### config.mk
export PLATFORM = sky130hd
export DESIGN_NAME = capture_ctrl
export DESIGN_NICKNAME = d
export VERILOG_FILES = /design/src/rtl/dso_pkg.sv /design/src/rtl/trig_detect.sv /design/src/rtl/capture_ctrl.sv
export SDC_FILE = /design/constraint.sdc
export NUM_CORES = 1
export LEC_CHECK = 0
export ABC_CLOCK_PERIOD_IN_PS = 7300
export BUFFER_PORTS_ARGS = -buffer_cell sky130_fd_sc_hd__buf_2
export CORE_AREA = 4 4 116 118
export CTS_CLUSTER_DIAMETER = 80
export DETAILED_ROUTE_END_ITERATION = 7
export DIE_AREA = 0 0 120 122
export HOLD_SLACK_MARGIN = 0.02
export RECOVER_POWER = 50
export SETUP_SLACK_MARGIN = 0.1
export SYNTH_ARGS = -nofsm -noshare
export SYNTH_HDL_FRONTEND = slang
export SYNTH_HIERARCHICAL = 1
export SYNTH_SLANG_ARGS = --single-unit
### constraint.sdc
create_clock -name clk -period 7.3 [get_ports clk]
set_clock_uncertainty 0.1 [all_clocks]
set_input_delay 1.46 -clock clk [delete_from_list [all_inputs] [get_ports clk]]
set_output_delay 1.46 -clock clk [all_outputs]
set_load 0.01 [all_outputs]
### src/rtl/dso_pkg.sv
// Shared definitions for the sample-capture path: RAM geometry, capture states,
// trigger select/edge encodings and the decimation mask helper.
package dso_pkg;

   localparam int ADDR_W = 9;
   localparam int DEPTH  = 2 ** ADDR_W;

   typedef enum logic [2:0] {
      ST_IDLE,
      ST_ARMING,
      ST_ARMED,
      ST_TRIGGERED,
      ST_DONE
   } state_t;

   localparam logic TRIG_SRC_1 = 1'b0;
   localparam logic TRIG_SRC_2 = 1'b1;
   localparam logic EDGE_FALL  = 1'b0;
   localparam logic EDGE_RISE  = 1'b1;

   // Low `d` bits of the 4-bit decimation counter; saturates at all four bits.
   function automatic logic [3:0] dec_mask(input logic [3:0] d);
      case (d)
         4'd0:    return 4'h0;
         4'd1:    return 4'h1;
         4'd2:    return 4'h3;
         4'd3:    return 4'h7;
         default: return 4'hF;
      endcase
   endfunction

endpackage

### src/rtl/trig_detect.sv
// Trigger front end: two-flop synchronizers on both comparator inputs, source
// mux and a registered edge detector (async edge to trig_evt is 3 clk).
module trig_detect
   import dso_pkg::*;
(
   input  logic clk,
   input  logic rst_n,
   input  logic trig1,
   input  logic trig2,
   input  logic trig_src,
   input  logic trig_edge,
   output logic trig_evt
);

   logic [1:0] trig_in;
   logic [1:0] trig_sync;
   logic       trig_sel;
   logic       prev_reg;
   logic       trig_evt_reg;

   assign trig_in = {trig2, trig1};

   generate
      for (genvar gi = 0; gi < 2; gi++) begin : g_sync
         logic s1_reg;
         logic s2_reg;
         always_ff @(posedge clk or negedge rst_n) begin
            if (!rst_n) begin
               s1_reg <= 1'b0;
               s2_reg <= 1'b0;
            end else begin
               s1_reg <= trig_in[gi];
               s2_reg <= s1_reg;
            end
         end
         assign trig_sync[gi] = s2_reg;
      end
   endgenerate

   assign trig_sel = (trig_src == TRIG_SRC_2) ? trig_sync[1] : trig_sync[0];

   always_ff @(posedge clk or negedge rst_n) begin
      if (!rst_n) begin
         prev_reg     <= 1'b0;
         trig_evt_reg <= 1'b0;
      end else begin
         prev_reg     <= trig_sel;
         trig_evt_reg <= (trig_edge == EDGE_RISE) ? (trig_sel & ~prev_reg)
                                                  : (~trig_sel & prev_reg);
      end
   end

   assign trig_evt = trig_evt_reg;

endmodule

### src/rtl/capture_ctrl.sv
// Capture controller: ADC/RAM clock generation, circular pre-trigger buffer,
// post-trigger countdown and the shared RAM port used by the dump logic.
module capture_ctrl
   import dso_pkg::*;
(
   input  logic              clk,
   input  logic              rst_n,
   input  logic              start,
   input  logic              abort,
   input  logic              force_trig,
   input  logic              trig1,
   input  logic              trig2,
   input  logic              trig_src,
   input  logic              trig_edge,
   input  logic [ADDR_W-1:0] trig_pos,
   input  logic [3:0]        decimator,
   input  logic              rd_en,
   input  logic [ADDR_W-1:0] rd_addr,
   output logic              adc_clk,
   output logic              rclk,
   output logic              en,
   output logic              we,
   output logic [ADDR_W-1:0] addr,
   output logic              busy,
   output logic              capture_done,
   output logic [ADDR_W-1:0] trace_end
);

   localparam logic [ADDR_W:0] DEPTH_CNT = (ADDR_W + 1)'(DEPTH);

   state_t            state_reg, state_next;
   logic              adc_clk_reg, adc_clk_next;
   logic              rclk_reg, rclk_next;
   logic              en_reg, en_next;
   logic              we_reg, we_next;
   logic [ADDR_W-1:0] addr_reg, addr_next;
   logic [ADDR_W-1:0] trace_end_reg, trace_end_next;
   logic [ADDR_W-1:0] wptr_reg, wptr_next;
   logic [ADDR_W:0]   pre_cnt_reg, pre_cnt_next;
   logic [ADDR_W-1:0] post_cnt_reg, post_cnt_next;
   logic [3:0]        dec_cnt_reg, dec_cnt_next;

   logic              trig_evt;
   logic              tick;
   logic              write_tick;
   logic              capturing;
   logic              finishing;
   logic [ADDR_W:0]   pre_target;

   trig_detect u_trig_detect (
      .clk       (clk),
      .rst_n     (rst_n),
      .trig1     (trig1),
      .trig2     (trig2),
      .trig_src  (trig_src),
      .trig_edge (trig_edge),
      .trig_evt  (trig_evt)
   );

   // A tick is the clk edge on which adc_clk rises.
   assign tick       = ~adc_clk_reg;
   assign write_tick = tick && ((dec_cnt_reg & dec_mask(decimator)) == 4'd0);
   assign capturing  = (state_reg == ST_ARMING) || (state_reg == ST_ARMED) ||
                       (state_reg == ST_TRIGGERED);
   // The final post-trigger write is held for a full ADC period before DONE.
   assign finishing  = (state_reg == ST_TRIGGERED) && tick && (post_cnt_reg == '0);
   assign pre_target = DEPTH_CNT - {1'b0, trig_pos};

   always_ff @(posedge clk or negedge rst_n) begin
      if (!rst_n) begin
         state_reg     <= ST_IDLE;
         adc_clk_reg   <= 1'b0;
         rclk_reg      <= 1'b1;
         en_reg        <= 1'b0;
         we_reg        <= 1'b0;
         addr_reg      <= '0;
         trace_end_reg <= '0;
         wptr_reg      <= '0;
         pre_cnt_reg   <= '0;
         post_cnt_reg  <= '0;
         dec_cnt_reg   <= '0;
      end else begin
         state_reg     <= state_next;
         adc_clk_reg   <= adc_clk_next;
         rclk_reg      <= rclk_next;
         en_reg        <= en_next;
         we_reg        <= we_next;
         addr_reg      <= addr_next;
         trace_end_reg <= trace_end_next;
         wptr_reg      <= wptr_next;
         pre_cnt_reg   <= pre_cnt_next;
         post_cnt_reg  <= post_cnt_next;
         dec_cnt_reg   <= dec_cnt_next;
      end
   end

   always_comb begin
      state_next     = state_reg;
      adc_clk_next   = ~adc_clk_reg;
      rclk_next      = ~adc_clk_reg;
      en_next        = en_reg;
      we_next        = we_reg;
      addr_next      = addr_reg;
      trace_end_next = trace_end_reg;
      wptr_next      = wptr_reg;
      pre_cnt_next   = pre_cnt_reg;
      post_cnt_next  = post_cnt_reg;
      dec_cnt_next   = dec_cnt_reg;

      if (abort) begin
         state_next = ST_IDLE;
         en_next    = 1'b0;
         we_next    = 1'b0;
      end else begin
         if (capturing && !finishing) begin
            if (tick) begin
               dec_cnt_next = dec_cnt_reg + 4'd1;
               en_next      = write_tick;
               we_next      = write_tick;
            end
            if (write_tick) begin
               addr_next = wptr_reg;
               wptr_next = wptr_reg + 1'b1;
            end
         end

         case (state_reg)
            ST_IDLE, ST_DONE: begin
               en_next   = rd_en;
               we_next   = 1'b0;
               addr_next = rd_addr;
               if (start) begin
                  state_next   = ST_ARMING;
                  wptr_next    = '0;
                  pre_cnt_next = '0;
                  dec_cnt_next = '0;
                  en_next      = 1'b0;
                  addr_next    = addr_reg;
               end
            end
            ST_ARMING: begin
               if (write_tick) begin
                  pre_cnt_next = pre_cnt_reg + 1'b1;
                  if (pre_cnt_next >= pre_target) begin
                     state_next = ST_ARMED;
                  end
               end
            end
            ST_ARMED: begin
               if (trig_evt || force_trig) begin
                  post_cnt_next = trig_pos;
                  state_next    = ST_TRIGGERED;
               end
            end
            ST_TRIGGERED: begin
               if (finishing) begin
                  state_next     = ST_DONE;
                  en_next        = 1'b0;
                  we_next        = 1'b0;
                  trace_end_next = addr_reg;
               end else if (write_tick) begin
                  post_cnt_next = post_cnt_reg - 1'b1;
               end
            end
            default: begin
               state_next = ST_IDLE;
            end
         endcase
      end
   end

   assign adc_clk      = adc_clk_reg;
   assign rclk         = rclk_reg;
   assign en           = en_reg;
   assign we           = we_reg;
   assign addr         = addr_reg;
   assign trace_end    = trace_end_reg;
   assign busy         = capturing;
   assign capture_done = (state_reg == ST_DONE);

endmodule

==> flow_summary_export.csv <==
group,metric,value,unit
pwr,switching_power,388.6,uW
place,dpl_cell_area,0.004065,mm2
finish,fillers,1303,
yosys,synthTopCellsByArea,"dfrtp_1 (43%), mux2_2 (8.3%), ha_1 (5.5%)",
pwr,power_frac_comb,22.8,%
clocking,ctsHoldBuffers,0,
yosys,yosys.area.top_type,"dfrtp_1",
worst_hold_path,whs_path_depth,0,
yosys,ys.flop_type,"dfrtp_1",
setup_path,cp_cell_sequence,"buf_2 > clkbuf_1",
yosys,synthArstFlopShare,100.0,%
yosys,synth_seq_cells,63,
grt,grt-ovfl-total,0,
timing,drv_slew,64,
finish,seq_area,0.001578,mm2
yosys,syn_area,0.003650,mm2
routing,drt_iter0_markers,205,
timing,min_period,4513,ps
yosys,synthDistinctLibCells,59,
timing,clock.fmax,221.6,MHz
floorplan,core.rowCount,41,
yosys,yosysWarnings,6,
setup_path,end_kind,"asynchronous set/reset pin",
yosys,synth_edf_count,0,
clocking,clock-sinks,63,
pwr,p_leak,0.001998,uW
setup_path,required,6830,ps
finish,largest_register_ffs,10,
finish,multi_input_area,0.001933,mm2
setup_path,r2r-end,"addr[2]",
pwr,clkPwrFrac,36.8,%
finish,layout.nets,473,
timing,finalHoldViolCount,0,
routing,ant_nets,0,
timing,finalSetupViolations,0,
setup_path,crit_path_top_delay_cell,"clkbuf_1",
worst_hold_path,worstHoldStart,"u_trig_detect/g_sync[1].s1_reg",
routing,totalWireLength,9120,um
setup_path,r2r_cells,5,
setup_path,path_class,"input pin to asynchronous set/reset pin",
clocking,clk_latency,330,ps
clocking,root_buffer,"clkbuf_16",
floorplan,core_area,0.01247,mm2
floorplan,die_y,122,um
setup_path,r2r-start,"post_cnt_reg[4]",
clocking,post-cts-setup-buffers,0,
pwr,p_int,840.7,uW
place,gp_congestion,0.8437,
routing,vias_per_cell,5.045,
yosys,syn_area_per_cell,9.785,um2
finish,design_area,0.004353,mm2
floorplan,die_w,120,um
timing,fin_tns_setup,0,ps
place,dpl.hpwl,6556,um
routing,num_vias,3032,
timing,rsz0062_at_grt,"no",
clocking,h-tree-depth,3,
yosys,yosys.area.top_type_share,42.51,%
yosys,syn_nets,421,
clocking,cts_buffer_depth,2,
floorplan,die_area,0.01464,mm2
worst_hold_path,hold_path_class,"flip-flop to flip-flop",
yosys,yosysMostFrequentCell,"dfrtp_1",
grt,grt_max_degree,64,
clocking,cts-resized-gates,0,
place,portBuffers,55,
setup_path,r2r_slack,4350,ps
pwr,p_per_area,282.4,mW/mm2
yosys,synthTopCellsByCount,"dfrtp_1 (62), nand2_1 (38), nor2_1 (31), mux2_2 (27), o21ai_0 (24)",
setup_path,cp_max_fo,63,
outcome,violations,"max-capacitance violations, max-slew violations",
routing,drc_errors,0,
clocking,cts_tree,"yes",
clocking,clk_pin_slew,60,ps
outcome,status,"complete, but fails checks",
pwr,vdd.ir_drop.worst,0.0001390,V
grt,antenna_found_initial,0,
grt,grt_use_total,13.31,%
finish,drive_above_1_share,24.48,%
floorplan,start_util,29.28,%
run,cap_violations,1,
grt,grt_pass1_wl,15620,um
worst_hold_path,min_to,"u_trig_detect/g_sync[1].s2_reg",
grt,first_global_vias,3071,
setup_path,crit_buf_inv,2,
pwr,netSwitchingFraction,31.61,%
setup_path,crit_path_max_incr_delay,2490,ps
finish,antenna_cells,0,
setup_path,crit_family,"buffers and inverters",
timing,finalCritPeriodShare,61.83,%
yosys,yosysSeqAreaShare,43.23,%
routing,firstDrtPassIters,4,
clocking,cts_buffers,9,
pwr,seqPwrFrac,40.3,%
yosys,synth_cells,373,
timing,tightest_slew,3530,ps
floorplan,pin_count,56,
timing,slew_headroom,-135.4,%
routing,routedWlPerCell,15.17,um
setup_path,critPathArrivalTime,4050,ps
finish,syn2layout_area_growth,19.27,%
setup_path,cp-start-kind,"input pin",
-- power groups by stage --
stage	clock network (uW)	logic, uW	registers (uW)
floorplan	0	188	491
CTS	466	284	494
global route	483	316	506
finish	453	280	496
global placement	0	278	494
detailed placement	0	282	499
-- worst max-delay path by stage --
| stage | depth (start not counted) | start | endpoint |
|---|---|---|---|
| after floorplan | 9 | trig_pos[5] | state_reg[0] |
| after global placement | 10 | trig_pos[5] | state_reg[1] |
| after detailed placement | 10 | trig_pos[5] | state_reg[0] |
| after CTS | 10 | trig_pos[5] | state_reg[0] |
| after global routing | 2 | rst_n | post_cnt_reg[3] |
| final | 2 | rst_n | pre_cnt_reg[3] |
-- layer usage --
metal,GRT usage [%],vias to the layer above,wire length (um)
li1,-,1461,-
met1,18.14,1483,4437
met2,20.37,77,4092
met3,4.410,11,502
met4,3.436,0,88
met5,0,-,0
-- cell usage in the layout, fill, tap and decap left out, types with 2 or more instances in the layout --
master and count:
nor2_1 31, nor3_1 10, a211oi_1 3, a22oi_1 2, a31oi_1 2, or3_1 3, clkinvlp_4 2, inv_1 10
xnor2_1 6, nand3_1 12, o31ai_1 7, or4_1 5, dfrtp_1 62, mux2_2 27, nand3b_1 2, and3_1 5
nor2b_1 2, nor4_1 4, clkbuf_1 4, nor4_2 2, a21oi_1 20, or2_2 2, nand2b_1 7, xor2_1 13
o21ai_0 24, buf_2 53, nor3b_1 2, bufinv_16 2, clkbuf_16 9, and2_1 3, ha_1 16, o211ai_1 3
nor4b_1 2, nand4_1 5, a41oi_1 2, nand2_1 38, o22ai_1 4
-- cells by family after synthesis --
family,synth area share [%]
simple gates,20.95
compound gates,13.47
flops,43.23
mux,9.016
buf+inv,3.291
xor+xnor,4.559
fa+ha+maj,5.485
-- layout make-up --
cell class | count | share of cell area (%)
clock buffer | 10 | 5.260
clock inverter | 5 | 1.926
inverter | 10 | 0.8623
multi-input combinational | 285 | 44.41
sequential | 63 | 36.25
tap | 172 | 4.944
timing repair buffer | 56 | 6.352
-- metrics by stage --
step / worst slack [ps] / total power (uW) / cells / hold slack, ps / utilization [%]
final: 2787 / 1229 / 601 / 247.3 / 34.92
after global routing: 1933 / 1306 / 601 / 256.1 / 34.92
after CTS: 3877 / 1244 / 601 / 250.5 / 35.12
after detailed placement: 3541 / 781.2 / 586 / 237.1 / 32.61
after global placement: 3608 / 772.3 / 586 / 238.9 / 32.61
after floorplan: 3974 / 678.5 / 373 / 231.2 / -
(Power assumes the default switching activity.)
